File: src/rtl/offset_aabb_if.sv
// offset_aabb_if: bundles the box-translation datapath signals.
//   in_valid  : input sample valid
//   offset    : Fixed3 offset, x in the top W bits, z in the bottom W bits
//   aabb      : {Min(x,y,z), Max(x,y,z)}, MSB-first
//   out_valid : out_aabb/overflow valid this cycle
//   out_aabb  : translated box, same packing as aabb
//   overflow  : per-lane overflow, [5:3]=Min x,y,z, [2:0]=Max x,y,z
// master drives the inputs; slave is the translating stage.
interface offset_aabb_if #(
  parameter int W = 32
);
  logic           in_valid;
  logic [3*W-1:0] offset;
  logic [6*W-1:0] aabb;
  logic           out_valid;
  logic [6*W-1:0] out_aabb;
  logic [5:0]     overflow;

  modport master (
    output in_valid, offset, aabb,
    input  out_valid, out_aabb, overflow
  );

  modport slave (
    input  in_valid, offset, aabb,
    output out_valid, out_aabb, overflow
  );
endinterface

File: src/rtl/offset_aabb.sv
// offset_aabb: translates an axis-aligned bounding box by a 3-D fixed-point
// offset (Min + offset, Max + offset) in a single registered stage.
//   clk    : clock, all state on posedge
//   resetn : synchronous active-low reset; clears valid, box and flags
//   bus    : offset_aabb_if slave (in_valid/offset/aabb in,
//            out_valid/out_aabb/overflow out)
// Parameters:
//   W        : scalar width (signed two's complement)
//   SATURATE : 1 clamps overflowing lanes to signed min/max, 0 wraps
module offset_aabb #(
  parameter int W        = 32,
  parameter bit SATURATE = 1'b1
) (
  input  logic         clk,
  input  logic         resetn,
  offset_aabb_if.slave bus
);

  localparam logic [W-1:0] SMAX = {1'b0, {(W-1){1'b1}}};
  localparam logic [W-1:0] SMIN = {1'b1, {(W-1){1'b0}}};

  // Returns {overflow, result}. Overflow means both operands share a sign
  // that the W-bit sum does not.
  function automatic logic [W:0] add_sat(input logic signed [W-1:0] a,
                                         input logic signed [W-1:0] b);
    logic [W:0]   s;
    logic         ovf;
    logic [W-1:0] r;
    s   = {a[W-1], a} + {b[W-1], b};
    ovf = (a[W-1] == b[W-1]) && (s[W-1] != a[W-1]);
    if (ovf && SATURATE) r = a[W-1] ? SMIN : SMAX;
    else                 r = s[W-1:0];
    return {ovf, r};
  endfunction

  logic [6*W-1:0] sum_p0;
  logic [5:0]     ovf_p0;

  logic           vld_p1;
  logic [6*W-1:0] aabb_p1;
  logic [5:0]     ovf_p1;

  // Stage 0: six independent lanes. Lane k sits at aabb[k*W +: W]; lanes
  // 0..2 are Max z,y,x and 3..5 are Min z,y,x, so the offset lane is k%3.
  for (genvar k = 0; k < 6; k++) begin : g_lane
    logic [W:0] r;
    assign r = add_sat(bus.aabb[k*W +: W], bus.offset[(k%3)*W +: W]);
    assign sum_p0[k*W +: W] = r[W-1:0];
    assign ovf_p0[k]        = r[W];
  end

  // Stage 1: output register; box and flags hold while no sample arrives.
  always_ff @(posedge clk) begin
    if (!resetn) begin
      vld_p1  <= 1'b0;
      aabb_p1 <= '0;
      ovf_p1  <= '0;
    end else begin
      vld_p1 <= bus.in_valid;
      if (bus.in_valid) begin
        aabb_p1 <= sum_p0;
        ovf_p1  <= ovf_p0;
      end
    end
  end

  assign bus.out_valid = vld_p1;
  assign bus.out_aabb  = aabb_p1;
  assign bus.overflow  = ovf_p1;

endmodule

File: src/flat_wrapper.sv
// flat-port wrapper written by rule: the top's interface ports become plain ports
module offset_aabb_flat 
#(
  parameter int W        = 32,
  parameter bit SATURATE = 1'b1
)
  (clk, resetn, bus_in_valid, bus_offset, bus_aabb, bus_out_valid, bus_out_aabb, bus_overflow);
  offset_aabb_if #(.W(W)) bus_i ();
  input  logic clk;
  input  logic resetn;
  input wire logic [$bits(bus_i.in_valid)-1:0] bus_in_valid;
  input wire logic [$bits(bus_i.offset)-1:0] bus_offset;
  input wire logic [$bits(bus_i.aabb)-1:0] bus_aabb;
  output wire logic [$bits(bus_i.out_valid)-1:0] bus_out_valid;
  output wire logic [$bits(bus_i.out_aabb)-1:0] bus_out_aabb;
  output wire logic [$bits(bus_i.overflow)-1:0] bus_overflow;
  assign bus_i.in_valid = bus_in_valid;
  assign bus_i.offset = bus_offset;
  assign bus_i.aabb = bus_aabb;
  assign bus_out_valid = bus_i.out_valid;
  assign bus_out_aabb = bus_i.out_aabb;
  assign bus_overflow = bus_i.overflow;
  offset_aabb #(.W(W), .SATURATE(SATURATE)) u_core (.clk(clk), .resetn(resetn), .bus(bus_i));
endmodule
File: config.mk
export PLATFORM = sky130hd
export DESIGN_NAME = offset_aabb_flat
export DESIGN_NICKNAME = d
export VERILOG_FILES = /design/src/rtl/offset_aabb_if.sv /design/src/rtl/offset_aabb.sv /design/src/flat_wrapper.sv
export SDC_FILE = /design/constraint.sdc
export NUM_CORES = 1
export LEC_CHECK = 0
export CAP_MARGIN = 20
export CORE_AREA = 2 2 189 191
export CTS_CLUSTER_SIZE = 30
export DETAILED_ROUTE_END_ITERATION = 10
export DIE_AREA = 0 0 191 193
export DONT_BUFFER_PORTS = 1
export PLACE_DENSITY = 0.69
export SLEW_MARGIN = 20
export SYNTH_ARGS = -nofsm -noshare
export SYNTH_HDL_FRONTEND = slang
export SYNTH_SLANG_ARGS = --single-unit
File: constraint.sdc
create_clock -name clk -period 4.15 [get_ports clk]
set_clock_uncertainty 0.05 [all_clocks]
set_input_delay 0.6225 -clock clk [delete_from_list [all_inputs] [get_ports clk]]
set_output_delay 0.6225 -clock clk [all_outputs]
set_load 0.05 [all_outputs]
### Word level (Yosys, flattened, before mapping)

Index checks and enable logic that the tools add are counted.

* register bits after elaboration: 199
* input port bits: 291
* logic and storage cells: 39

* $add $sub $neg: 6
* eq/ne operators: 12
* multiplexer cells: 12
* reduce and logical (&&, ||, !) cells: 6

Operators with widths (number)
* 32-bit two-way mux: 12
* 32-bit adder: 6
* 1-bit equality test: 6
* 1-bit logical AND: 6
* 1-bit inequality test: 6

### Depth between registers and ports, before layout

* depth in word-level cells: 4
* gate-level depth with buffers: 12
* depth with buffers taken out: 11

### Least setup slack after synthesis

Ideal clock, no wire load.

* kind: input-to-reg
* start point: input bus_aabb[64]
* end point: register u_core.aabb_p1[94] (netlist: u_core.bus.out_aabb[94])
* setup time: 0.103 ns
* arrival time: 3.005 ns
* required time: 3.997 ns
* path slack: 0.991 ns
* stages: 11
* path through: ha_1 -> fa_1 -> a211oi_1 -> o21bai_1 -> a21o_1 -> a21oi_1 -> o31ai_1 -> a31oi_1 -> o31ai_1 -> mux2i_1 -> a2111oi_2

* longest elaborated chain between the ends: 4

Ends and longest elaborated chain
* start, declared: line flat_wrapper.sv:13 `input wire logic [$bits(bus_i.aabb)-1:0] bus_aabb;`
* 32-bit adder *: line offset_aabb.sv:29 `s = {a[W-1], a} + {b[W-1], b};`
* 1-bit inequality test: line offset_aabb.sv:30 `ovf = (a[W-1] == b[W-1]) && (s[W-1] != a[W-1]);`
* 1-bit logical AND: line offset_aabb.sv:30
* 32-bit two-way mux *: line offset_aabb.sv:31 `if (ovf && SATURATE) r = a[W-1] ? SMIN : SMAX;`
* end signal, assigned: line offset_aabb.sv:61 `aabb_p1 <= sum_p0;`
* end, declared: line offset_aabb.sv:40 `logic [6*W-1:0] aabb_p1;`

Every way passes the cells marked *; elsewhere a longest branch is shown, timed or not.
A chain may end at the register's enable or synchronous reset.

### Worst setup path after layout

* start point: input bus_aabb[98]
* end point: register u_core.aabb_p1[113] (netlist: u_core.bus.out_aabb[113])

The elaborated chain is that of the path after synthesis.

==> flow_metrics.tcl <==
set metrics [dict create \
    outcome "complete, no violations" \
    wirelength_mm 59.7 \
    cts_buffers 17 \
    critPathLaunchType "input pin" \
    htreeDepth 4 \
    fin_nets 2560 \
    rsz0062_at_grt "no" \
    grt_pass1_wl_mm 87.9 \
    setup_slack_ns 0.761 \
    dieWidth_um 191 \
    area_growth_pct 5.60 \
    fmax_mhz 295 \
    max_slew.worst_pin.slew_ns 0.811 \
    final_cells 2553 \
    cpMostUsedCell "o21ai_0" \
    antenna_left 0 \
    max_stage_delay_ns 0.70 \
    cp_slowest_cell "a21o_1" \
    placementRows 69 \
    netSwitchingFraction 0.445 \
    r2r-end "u_core.bus.out_aabb[189]" \
    grt_max_degree 184 \
    clock_path_buffers 2 \
    vdd_drop_max_uv 306 \
    crit_chain "ha_1 -> o21ai_0 -> o21ai_0 -> a2111oi_0 -> a211oi_1 -> a32oi_2 -> a32oi_4 -> a21o_1 -> o22ai_1 -> nor2_1" \
    rr_worst_depth 3 \
    synthesis.nets 2625 \
    drc 0 \
    fillCellCount 3435 \
    finalHoldViolations 0 \
    start_util 0.476 \
    place_inst 2519 \
    coreArea_mm2 0.0350 \
    antenna_found_initial 3 \
    yosysUniqueCellTypes 83 \
    maxCapViolCount 0 \
    comb_power_share 0.306 \
    finalMaxSlewViolations 0 \
    p_leak_uw 0.00744 \
    critPathCaptureType "register" \
    first_global_vias 15300 \
    worst-path-stages 10 \
    io_buffers 0 \
    crit_fanout 24 \
    first_iter_violations 1172 \
    clkPwrFrac 0.258 \
    ys_seq_area_frac 0.240 \
    seqPwrFrac 0.436 \
    die_h_um 193 \
    multi_input_area_mm2 0.0121 \
    cts_resized 0 \
    fin_crit_sh 0.817 \
    synth-seq-cells 199 \
    rr_startpoint "u_core.bus.out_aabb[189]" \
    dp_slack_ns 0.360 \
    p_switching_uw 3060 \
    min_path_type "input pin to register" \
    vias 16400 \
    max_slew_margin 0.459 \
    crit_path_end "u_core.bus.out_aabb[113]" \
    netlist_area_mm2 0.0166 \
    clock_latency_ns 0.47 \
    ys_async_sr_fraction 0 \
    dieArea_mm2 0.0369 \
    setup_tns_ns 0 \
    clkTransAtPathRegs_ns 0.09 \
    finalSetupViolCount 0 \
    grt_usage 0.308 \
    fin_crit_ns 3.39 \
    cts_tree "done" \
    synth_edf_count 0 \
    cp-startpoint "bus_aabb[98]" \
    cts_setup_buffers 0 \
    avgSynthCellArea_um2 7.76 \
    yosysWarnings 0 \
    syn-instance-count 2142 \
    cts-root-buf "clkbuf_16" \
    io_pins 490 \
    internal-power_uw 3820 \
    crit_arrival_ns 3.74 \
    viasPerCell 6.41 \
    critical-path-top-delay-family "compound AO/OA/AOI/OAI gates" \
    first_pass_iters 5 \
    r2r_slack_ns 2.54 \
    hold_buffers 0 \
    overflow 0 \
    dp_hpwl_mm 47.4 \
    seqCellArea_mm2 0.00398 \
    power_density_mw_per_mm2 392 \
    drive_gt1_frac 0.0474 \
    synth-main-ff-cell "dfxtp_1" \
    path_class "input pin to register" \
    wl_per_cell_um 23.4 \
    gp_congestion 0.983 \
    path_buf_inv 0 \
    cts_sinks 199 \
    required_ns 4.50 \
]
worst min path at each step:
stage | startpoint | to | slack (ns) | cells after the start
5_1_grt | resetn | u_core.bus.overflow[0] | 0.22 | 2
4_1_cts | bus_in_valid | u_core.bus.out_aabb[159] | 0.20 | 1
6_report | resetn | u_core.bus.overflow[0] | 0.23 | 2
3_5_place_dp | u_core.bus.out_aabb[105] | u_core.bus.out_aabb[105] | 0.68 | 2
2_1_floorplan | u_core.bus.out_aabb[101] | u_core.bus.out_aabb[101] | 0.65 | 2
3_3_place_gp | u_core.bus.out_aabb[105] | u_core.bus.out_aabb[105] | 0.67 | 2
synthesized netlist by cell type, drive strengths merged, types with 10 or more instances:
| cell type | count | area (um^2) |
|---|---|---|
| nor2 | 182 | 683 |
| dfxtp | 199 | 3980 |
| a211oi | 38 | 290 |
| a221oi | 30 | 269 |
| o221a | 10 | 113 |
| o21ai | 227 | 1140 |
| ha | 186 | 2330 |
| or3 | 11 | 68.8 |
| o211ai | 30 | 230 |
| a21oi | 296 | 1490 |
| nand2b | 14 | 87.6 |
| inv | 39 | 146 |
| nand2 | 183 | 687 |
| a211o | 11 | 97.6 |
| o21a | 33 | 248 |
| o22ai | 24 | 150 |
| a21o | 90 | 676 |
| o21bai | 31 | 244 |
| nor2b | 11 | 68.8 |
| a31oi | 22 | 144 |
| o31ai | 18 | 145 |
| xnor2 | 94 | 823 |
| xor2 | 54 | 473 |
| nand3 | 38 | 195 |
| nor3 | 19 | 95.1 |
| clkbuf | 82 | 308 |
| buf | 22 | 116 |
| nand4 | 20 | 125 |
| and3 | 16 | 100 |
cell families (layout without fill, tap and decap cells):
kind of cell / Yosys count / after routing / synth area share
AO/OA/AOI/OAI: 922 / 922 / 0.352
XOR/XNOR: 148 / 148 / 0.0779
adder cells (fa/ha/maj): 192 / 192 / 0.147
buffers and inverters: 143 / 91 / 0.0343
flip-flops: 199 / 199 / 0.240
multiplexers: 5 / 5 / 0.00376
other: 0 / 2 / 0
AND/OR/NAND/NOR: 533 / 533 / 0.146
final cells by class:
cell class                 instances  area share
antenna                            2    0.000285
clock buffer                      17      0.0242
clock inverter                    15     0.00983
inverter                          39     0.00834
multi-input combinational       1800       0.688
sequential                       199       0.227
tap                              461      0.0328
timing repair buffer              20     0.00926
power groups by stage:
stage / logic [uW] / clock network [uW] / registers [uW]
after floorplan: 1680 / 0 / 2950
after global placement: 2050 / 0 / 3040
after detailed placement: 2070 / 0 / 3040
after CTS: 2090 / 1790 / 3000
after global routing: 2340 / 1870 / 3020
final: 2110 / 1780 / 3000
layer usage:
layer	global-route usage	vias to the layer above	wire length (um)
li1	-	7880	-
met1	0.342	7652	22700
met2	0.521	686	27800
met3	0.118	137	6320
met4	0.140	2	2800
met5	0	-	13
layout by cell type (no fill, tap or decap), types with 20 or more instances in the layout:
cell type,n
nand2_1,183
nor2_1,182
dfxtp_1,199
xnor2_1,94
a31oi_1,21
o22ai_1,24
nand3_1,37
ha_1,186
a221oi_1,29
a21o_1,90
o21bai_1,30
xor2_1,54
inv_1,38
a21oi_1,294
nand4_1,20
o21a_1,33
o211ai_1,29
o21ai_0,223
a211oi_1,37
registers in the layout, summed over array words and instances, names as in the netlist:
register,count
u_core.bus.out_valid,1
u_core.bus.out_aabb,192
u_core.bus.overflow,6
per-stage QoR:
stage / power [uW] / utilization / area (um^2) / hold slack [ns]
CTS: 6880 / 0.502 / 17600 / 0.196
floorplan: 4630 / - / 16600 / 0.652
global route: 7230 / 0.502 / 17600 / 0.216
global placement: 5090 / 0.485 / 17000 / 0.675
finish: 6880 / 0.502 / 17600 / 0.225
detailed placement: 5110 / 0.485 / 17000 / 0.676
Power figures use the tool's default switching activity.
